===== config.mk =====
export PLATFORM = sky130hd
export DESIGN_NAME = pipe_stall_ctrl
export DESIGN_NICKNAME = d
export VERILOG_FILES = /design/src/rtl/pipe_stall_ctrl_pkg.sv /design/src/rtl/pipe_stall_ctrl_ex_mc_seq.sv /design/src/rtl/pipe_stall_ctrl.sv
export SDC_FILE = /design/constraint.sdc
export NUM_CORES = 1
export LEC_CHECK = 0
export BUFFER_PORTS_ARGS = -buffer_cell sky130_fd_sc_hd__buf_2
export CAP_MARGIN = 20
export CORE_UTILIZATION = 46
export CTS_BUF_LIST = sky130_fd_sc_hd__clkbuf_16
export DETAILED_ROUTE_END_ITERATION = 8
export PLACE_DENSITY = 0.88
export SETUP_SLACK_MARGIN = 0.2
export SYNTH_ARGS = -nofsm -noshare
export SYNTH_HDL_FRONTEND = slang
export SYNTH_SLANG_ARGS = --single-unit

===== constraint.sdc =====
create_clock -name clk -period 2.9 [get_ports clk]
set_input_delay 0.58 -clock clk [delete_from_list [all_inputs] [get_ports clk]]
set_output_delay 0.58 -clock clk [all_outputs]
set_load 0.05 [all_outputs]

===== src/rtl/pipe_stall_ctrl_pkg.sv =====
// Shared definitions for the pipeline stall/flush controller:
// stop-bit polarity, stage indices and the multi-cycle EX FSM encoding.
package pipe_stall_ctrl_pkg;

    localparam logic STOP   = 1'b1;
    localparam logic NOSTOP = 1'b0;

    // Bit positions inside the stop vector, PC first, WB last.
    typedef enum int {
        STG_PC  = 0,
        STG_IF  = 1,
        STG_ID  = 2,
        STG_EX  = 3,
        STG_MEM = 4,
        STG_WB  = 5
    } stg_e;

    typedef enum logic [1:0] {
        S_IDLE = 2'd0,
        S_MAC  = 2'd1,
        S_DIV  = 2'd2
    } state_t;

    // Stop vector holding every stage from PC up to and including 'last'.
    function automatic logic [5:0] stop_through(input stg_e last);
        logic [5:0] v;
        for (int i = int'(STG_PC); i <= int'(STG_WB); i++) begin
            v[i] = (i <= int'(last)) ? STOP : NOSTOP;
        end
        return v;
    endfunction

endpackage


===== src/rtl/pipe_stall_ctrl_ex_mc_seq.sv =====
// Multi-cycle EX sequencer: 2-cycle madd/msub phasing and the divider
// handshake, including the timeout watchdog and the sticky error flag.
module pipe_stall_ctrl_ex_mc_seq
    import pipe_stall_ctrl_pkg::*;
#(
    parameter int DIV_TIMEOUT = 40
) (
    input  logic clk,
    input  logic rst_n,
    input  logic stallreq_mem,
    input  logic flush_req,
    input  logic ex_mac_req,
    input  logic ex_div_req,
    input  logic div_ready,
    output logic stallreq_ex,
    output logic ex_cnt,
    output logic div_start,
    output logic div_cancel,
    output logic div_err
);

    localparam int TMR_W = (DIV_TIMEOUT > 1) ? $clog2(DIV_TIMEOUT) : 1;
    localparam logic [TMR_W-1:0] TMR_LAST = TMR_W'(DIV_TIMEOUT - 1);

    state_t           state;
    state_t           state_nxt;
    logic [TMR_W-1:0] timer;
    logic [TMR_W-1:0] timer_nxt;
    logic             err_q;
    logic             timeout_hit;

    // Decode outputs from the current state; the timeout only fires on a cycle
    // where the FSM is actually allowed to move (no MEM freeze, no flush).
    always_comb begin
        timeout_hit = (state == S_DIV) && (timer == TMR_LAST) && !div_ready
                      && !stallreq_mem && !flush_req;
        stallreq_ex = ((state == S_IDLE) && (ex_mac_req || ex_div_req))
                      || ((state == S_DIV) && !div_ready && !timeout_hit);
        ex_cnt      = (state == S_MAC);
        div_start   = (state == S_DIV);
        div_cancel  = (state == S_DIV) && (flush_req || timeout_hit);
        div_err     = err_q || timeout_hit;
    end

    // Next-state logic: flush overrides everything, a MEM stall freezes the FSM.
    always_comb begin
        state_nxt = state;
        timer_nxt = timer;
        if (flush_req) begin
            state_nxt = S_IDLE;
            timer_nxt = '0;
        end else if (!stallreq_mem) begin
            case (state)
                S_IDLE: begin
                    timer_nxt = '0;
                    if (ex_mac_req) begin
                        state_nxt = S_MAC;
                    end else if (ex_div_req) begin
                        state_nxt = S_DIV;
                    end
                end
                S_MAC: begin
                    state_nxt = S_IDLE;
                end
                S_DIV: begin
                    if (div_ready || timeout_hit) begin
                        state_nxt = S_IDLE;
                        timer_nxt = '0;
                    end else begin
                        timer_nxt = timer + TMR_W'(1);
                    end
                end
                default: begin
                    state_nxt = S_IDLE;
                    timer_nxt = '0;
                end
            endcase
        end
    end

    // State, division timer and sticky timeout flag.
    always_ff @(posedge clk or negedge rst_n) begin
        if (!rst_n) begin
            state <= S_IDLE;
            timer <= '0;
            err_q <= 1'b0;
        end else begin
            state <= state_nxt;
            timer <= timer_nxt;
            err_q <= err_q | timeout_hit;
        end
    end

endmodule


===== src/rtl/pipe_stall_ctrl.sv =====
// Central stall/flush controller for the 5-stage pipeline.
// Optional feature: define STALL_PERF_EN to build the stall_cycles counter;
// without it stall_cycles is tied to zero.
module pipe_stall_ctrl
    import pipe_stall_ctrl_pkg::*;
#(
    parameter int DIV_TIMEOUT = 40,
    parameter int PERF_W      = 32
) (
    input  logic              clk,
    input  logic              rst_n,
    input  logic              stallreq_id,
    input  logic              stallreq_mem,
    input  logic              ex_mac_req,
    input  logic              ex_div_req,
    input  logic              div_ready,
    input  logic              flush_req,
    output logic [5:0]        stop,
    output logic              flush,
    output logic              ex_cnt,
    output logic              div_start,
    output logic              div_cancel,
    output logic              div_err,
    output logic [PERF_W-1:0] stall_cycles
);

    logic stallreq_ex;

    pipe_stall_ctrl_ex_mc_seq #(
        .DIV_TIMEOUT (DIV_TIMEOUT)
    ) u_ex_mc_seq (
        .clk          (clk),
        .rst_n        (rst_n),
        .stallreq_mem (stallreq_mem),
        .flush_req    (flush_req),
        .ex_mac_req   (ex_mac_req),
        .ex_div_req   (ex_div_req),
        .div_ready    (div_ready),
        .stallreq_ex  (stallreq_ex),
        .ex_cnt       (ex_cnt),
        .div_start    (div_start),
        .div_cancel   (div_cancel),
        .div_err      (div_err)
    );

    // Stall priority mux; everything is held quiet while reset is asserted.
    always_comb begin
        stop  = {6{NOSTOP}};
        flush = 1'b0;
        if (rst_n) begin
            if (flush_req) begin
                flush = 1'b1;
            end else if (stallreq_mem) begin
                stop = stop_through(STG_MEM);
            end else if (stallreq_ex) begin
                stop = stop_through(STG_EX);
            end else if (stallreq_id) begin
                stop = stop_through(STG_ID);
            end
        end
    end

`ifdef STALL_PERF_EN
    logic [PERF_W-1:0] stall_cnt;

    // Saturating count of cycles in which the PC is held; flush leaves it alone.
    always_ff @(posedge clk or negedge rst_n) begin
        if (!rst_n) begin
            stall_cnt <= '0;
        end else if ((stop[STG_PC] == STOP) && (stall_cnt != '1)) begin
            stall_cnt <= stall_cnt + PERF_W'(1);
        end
    end

    assign stall_cycles = stall_cnt;
`else
    assign stall_cycles = '0;
`endif

endmodule


==> results of run 1 <==
[metrics by stage]
step | total power [mW] | instances
floorplan | 0.3359 | 131
global placement | 0.3192 | 136
detailed placement | 0.3218 | 136
CTS | 0.5639 | 140
global route | 0.5818 | 140
finish | 0.5591 | 140
[flip-flops by register name (all words and copies together) (netlist names)]
signal             count
u_ex_mc_seq.timer      6
u_ex_mc_seq.state      2
u_ex_mc_seq.err_q      1
[area by class of cell]
type                            instances  area [um^2]
Fill cell                             178        833.3
Multi-Input combinational cell         82        461.7
Sequential cell                         9        225.2
Timing Repair Buffer                   17        85.08
Clock buffer                            3        75.07
Tap cell                               25        31.28
Inverter                                3        11.26
Clock inverter                          1        3.754
[repair_timing]
| item | CTS | global route |
|---|---|---|
| resized for setup | 0 | 1 |
| setup buffers | 0 | 0 |
| setup endpoints to repair | 0 | 2 |
[cell families after synthesis]
family                   count (synthesis)
multiplexers                             2
other                                    1
adder cells (fa/ha/maj)                  1
AO/OA/AOI/OAI                           18
AND/OR/NAND/NOR                         28
flip-flops                               9
buffers and inverters                   40
[layout by cell type (no fill, tap or decap), drive strengths merged]
master / netlist / layout
and2: 1 / 1
nand3: 2 / 2
o31ai: 1 / 1
buf: 36 / 17
conb: 1 / 33
a31o: 1 / 1
a211o: 1 / 1
and3: 2 / 2
inv: 3 / 4
o21ai: 5 / 5
a21o: 3 / 3
ha: 1 / 1
nand2b: 1 / 1
o21ba: 1 / 1
nor2b: 1 / 1
a21oi: 2 / 2
nand2: 4 / 4
or4b: 1 / 1
nor2: 7 / 7
clkbuf: 1 / 3
nor4b: 4 / 4
nor3: 2 / 2
and2b: 1 / 1
o21bai: 2 / 2
o21a: 1 / 1
dfrtp: 9 / 9
nor4: 2 / 2
a311oi: 1 / 1
mux2: 2 / 2
[path summary, 6_finish.rpt]
kind,from,endpoint,slack (ns),cells past startpoint
max in group asynchronous,rst_n,u_ex_mc_seq.timer[3],2.50,1
min in group clk,u_ex_mc_seq.err_q,u_ex_mc_seq.err_q,0.47,1
setup reg to reg,u_ex_mc_seq.state[0],u_ex_mc_seq.state[1],0.97,4
hold / removal,rst_n,u_ex_mc_seq.timer[0],0.21,1
setup / recovery,stallreq_mem,stop[1],0.41,6
hold reg to reg,u_ex_mc_seq.err_q,u_ex_mc_seq.err_q,0.47,1
[critical path: cells and delay by family]
family / cells / cell delay, ns
AOI/OAI and AO/OA: 2 / 0.44
buffers and inverters: 2 / 0.36
and+or+nand+nor: 2 / 0.53
[metal layers]
layer  routed length, um  global-route usage  up-vias
met5                   0                   0        -
met4                  25              0.1091        0
met3                 106             0.03600        4
met2                 677              0.2471       35
met1                 568              0.1709      309
li1                    -                   -      302
[power groups by stage]
stage / Combinational (mW) / Sequential [mW] / Clock [mW]
CTS: 0.183 / 0.138 / 0.243
global placement: 0.180 / 0.139 / 0
finish: 0.185 / 0.138 / 0.236
detailed placement: 0.182 / 0.140 / 0
global route: 0.196 / 0.139 / 0.247
floorplan: 0.198 / 0.138 / 0
==> out/qor.yml, run 1 <==
cts:
  clk_path_buf_depth: 2
  clk_latency_ns: 0.23
  cts_max_level: 1
  hold_buffers: 0
  path_clk_slew_ns: 0.04
  numCtsBuffers: 3
  cts_sinks: 9
  root_buffer: "clkbuf_16"
  cts_tree: "built"
floorplan:
  num_io_pins: 51
  rows: 15
  dieArea_um2: 2008
  die_y_um: 44.82
  core_um2: 1727
  start_util: 0.4884
  fp.dieW_um: 44.82
detailed_routing:
  wl_per_cell_um: 9.836
  vias_per_cell: 4.643
  wirelength_um: 1377
  dr.pass1.iters: 4
  vias: 650
  ant_nets: 0
  drtIter0Drc: 8
  drc: 0
layout:
  antenna_cells: 0
  drive_gt1_frac: 0.2522
  finalInstanceArea_um2: 893.4
  final_util: 0.5174
  nets: 125
  area_delta_synth_final_pct: 5.935
yosys:
  synth_top_area_frac: 0.3116
  synthAdderAreaFrac: 0.01484
  syn_avg_cell_area_um2: 8.518
  synth_compound_gate_area_share: 0.1528
  synthesis.area_um2: 843.3
  synth_common_cells: "buf_4, dfrtp_1, nor2_1"
  ys_warn_count: 0
  yosysTopAreaCell: "buf_4"
  yosys.area_share.simple: 0.1914
  yosys_register_bits: 9
  ys_seq_area_frac: 0.2671
  synthArstFlopShare: 1.000
  synth.top_cells.by_area: "buf_4, dfrtp_1, nor4b_1"
  synth_top_family_by_area: "buffers and inverters"
  synthXorXnorAreaFrac: 0
  synth_cell_types: 31
  yosysMostFrequentCell: "buf_4"
  synth-edff-count: 0
  postSynthCellCount: 99
  yosys_most_used_dff: "dfrtp_1"
  muxShareOfSynthArea: 0.02671
sta:
  whs_ns: 0.2059
  finClkSkew_ns: 0.001771
  finalHoldViolations: 0
  min_period_ns: 2.486
  setup_viol: 0
  tns_ns: 0
  post-route-period-util: 0.8572
  rsz0062_at_grt: "no"
  max_freq_mhz: 402.3
  post-route-worst-setup-slack_ns: 0.4142
  report.final.slew_viol_count: 0
critical_path:
  start_kind: "primary input"
  required_ns: 2.32
  worstSetupPathType: "in2out"
  end_kind: "output port"
  crit_top_cell: "buf_2"
  crit_chain: "buf_2, nor4b_1, nand3_1, a311oi_2, a21oi_2, buf_2"
  max_stage_delay_ns: 0.34
  crit_path_max_fanout: 6
  cpMaxStageDelayCell: "nor4b_1"
  cp.arrival_ns: 1.91
placed_design:
  numPortBuffers: 17
  dpl.hpwl_um: 1074
  post_dp_cell_area_um2: 808.3
  place_congestion: 0.7924
  pre_cts_ws_ns: 0.3187
power:
  p_leak_nw: 0.5119
  p_sw_mw: 0.2207
  swShare: 0.3948
  cellPowerDensity_nw_per_um2: 625.9
  seqPwrFrac: 0.247
  p_clk_frac: 0.422
  p_int_mw: 0.3384
  pwr-share-comb: 0.331
  peakVddDrop_uv: 327.1
global_route:
  grt-ovfl-total: 0
  grt_usage: 0.1507
  antenna_found_initial: 0
  grt_max_degree: 12
  grt_pass1_wl_um: 2132
  grt_pass1_vias: 512
run_status:
  status: "complete, no violations"
job:
  max_cap_violations: 0
worst_hold_path:
  hold_path_class: "in2async"
Note: power is estimated with default switching activity, not from simulation.
==> run 2, diff against run 1 <==
Settings changed: CAP_MARGIN 20 to default, CORE_MARGIN from default to 5.
==> run 2 against run 1 <==
Against the previous run:
- hold slack improved by 0.0012 ns
- setup slack gained 0.070 ns
- combinational power about the same
- clock-buffer cell count unchanged
- non-clock buffer count stayed put
- cell count unchanged
- sequential cell count did not move
- critical path depth is the same
- clock power is essentially flat
- sequential share of layout area down 0.18 points
- via count fell by 3.8%
- first-iteration DRC count is 13% lower
- largest cell class unchanged
- largest power group unchanged
==> out/qor.yml, run 2 (synthesis gave the netlist of run 1 again) <==
run_status:
  status: "complete, no violations"
detailed_routing:
  dr.pass1.iters: 2
  vias_per_cell: 4.464
  drtIter0Drc: 7
  ant_nets: 0
  vias: 625
  wirelength_um: 1531
  wl_per_cell_um: 10.94
  drc: 0
global_route:
  grt-ovfl-total: 0
  grt_pass1_wl_um: 2104
  grt_usage: 0.1045
  grt_pass1_vias: 521
  grt_max_degree: 12
  antenna_found_initial: 0
layout:
  final_cell_mix: "conb_1, buf_2, dfrtp_1"
  fill_cells: 170
  multi_input_area_um2: 467.9
  drive_gt1_frac: 0.2609
  final_common_cell: "conb_1"
  top_register: "u_ex_mc_seq.timer"
  area_delta_synth_final_pct: 6.677
  antenna_cells: 0
  reg.largest.list: "u_ex_mc_seq.timer (6), u_ex_mc_seq.state (2), u_ex_mc_seq.err_q (1)"
  finalInstanceArea_um2: 899.6
  largest_register_ffs: 6
  final_util: 0.5210
  seq_area_um2: 225.2
  nets: 125
sta:
  finClkSkew_ns: 0.0003516
  post-route-worst-setup-slack_ns: 0.4846
  finalHoldViolations: 0
  min_period_ns: 2.415
  max_freq_mhz: 414.0
  report.final.slew_viol_count: 0
  rsz0062_at_grt: "no"
  tns_ns: 0
  setup_viol: 0
  post-route-period-util: 0.8329
critical_path:
  end_kind: "output port"
  worstSetupPathType: "in2out"
  cp.arrival_ns: 1.84
  required_ns: 2.32
  crit_path_max_fanout: 6
  start_kind: "primary input"
floorplan:
  core_um2: 1727
  dieArea_um2: 2789
  rows: 15
  die_y_um: 52.82
  num_io_pins: 51
  start_util: 0.4884
  fp.dieW_um: 52.82
placed_design:
  place_congestion: 0.7774
  dpl.hpwl_um: 1276
  post_dp_cell_area_um2: 808.3
  numPortBuffers: 17
  pre_cts_ws_ns: 0.2503
power:
  p_total_mw: 0.5603
  peakVddDrop_uv: 442.0
  cellPowerDensity_nw_per_um2: 622.8
  p_leak_nw: 0.5131
cts:
  path_clk_slew_ns: 0.04
  clk_path_buf_depth: 2
  root_buffer: "clkbuf_16"
  numCtsBuffers: 3
  cts_max_level: 1
  cts_tree: "built"
  cts_sinks: 9
  clk_latency_ns: 0.23
worst_hold_path:
  hold_path_class: "in2async"
job:
  max_cap_violations: 0
run 2: final timing paths:
check                                startpoint                   end  slack (ns)  cells after the start
min                                       rst_n  u_ex_mc_seq.timer[1]        0.21                      1
max in group asynchronous                 rst_n  u_ex_mc_seq.timer[2]        2.50                      1
max                                stallreq_mem               stop[1]        0.48                      6
min in group clk              u_ex_mc_seq.err_q     u_ex_mc_seq.err_q        0.47                      1
max reg2reg                u_ex_mc_seq.state[0]  u_ex_mc_seq.state[1]        0.97                      4
min reg2reg                   u_ex_mc_seq.err_q     u_ex_mc_seq.err_q        0.47                      1
run 2: area by class of cell:
cell class / instances / area share
inverter: 3 / 0.01252
sequential: 9 / 0.2503
multi-input combinational: 82 / 0.5202
clock buffer: 3 / 0.08345
timing repair buffer: 17 / 0.09458
tap: 25 / 0.03477
clock inverter: 1 / 0.004172
run 2: per-layer routing:
layer,up-vias,global-route usage,share of wire
li1,306,-,-
met1,286,0.1168,0.41
met2,31,0.1674,0.46
met3,2,0.02849,0.11
met4,0,0.07660,0.019
met5,-,0,0
run 2: through the flow:
stage          std cells  hold WS [ns]
2_1_floorplan        131        0.2844
3_3_place_gp         136        0.4518
3_5_place_dp         136        0.4560
4_1_cts              140        0.2097
5_1_grt              140        0.2222
6_report             140        0.2071
run 2: worst max-delay path: stages:
cell and delay [ns]:
buf_2 0.14, nor4b_2 0.26, nand3_1 0.17, a311oi_2 0.34, a21oi_2 0.11, buf_2 0.22
run 2: timing repair:
| action | 4_1_cts | 5_1_grt |
|---|---|---|
| resized for setup | 0 | 2 |
| hold buffers | 0 | 0 |
| setup buffers | 0 | 0 |
| endpoints found under the setup margin | 0 | 4 |
run 2: power by group:
group | total [mW] | switching (mW) | leakage, nW | internal (mW)
logic | 0.186 | 0.158 | 0.347 | 0.0283
registers | 0.138 | 0.00783 | 0.124 | 0.130
clock network | 0.236 | 0.0561 | 0.0423 | 0.180
total | 0.560 | 0.222 | 0.513 | 0.338
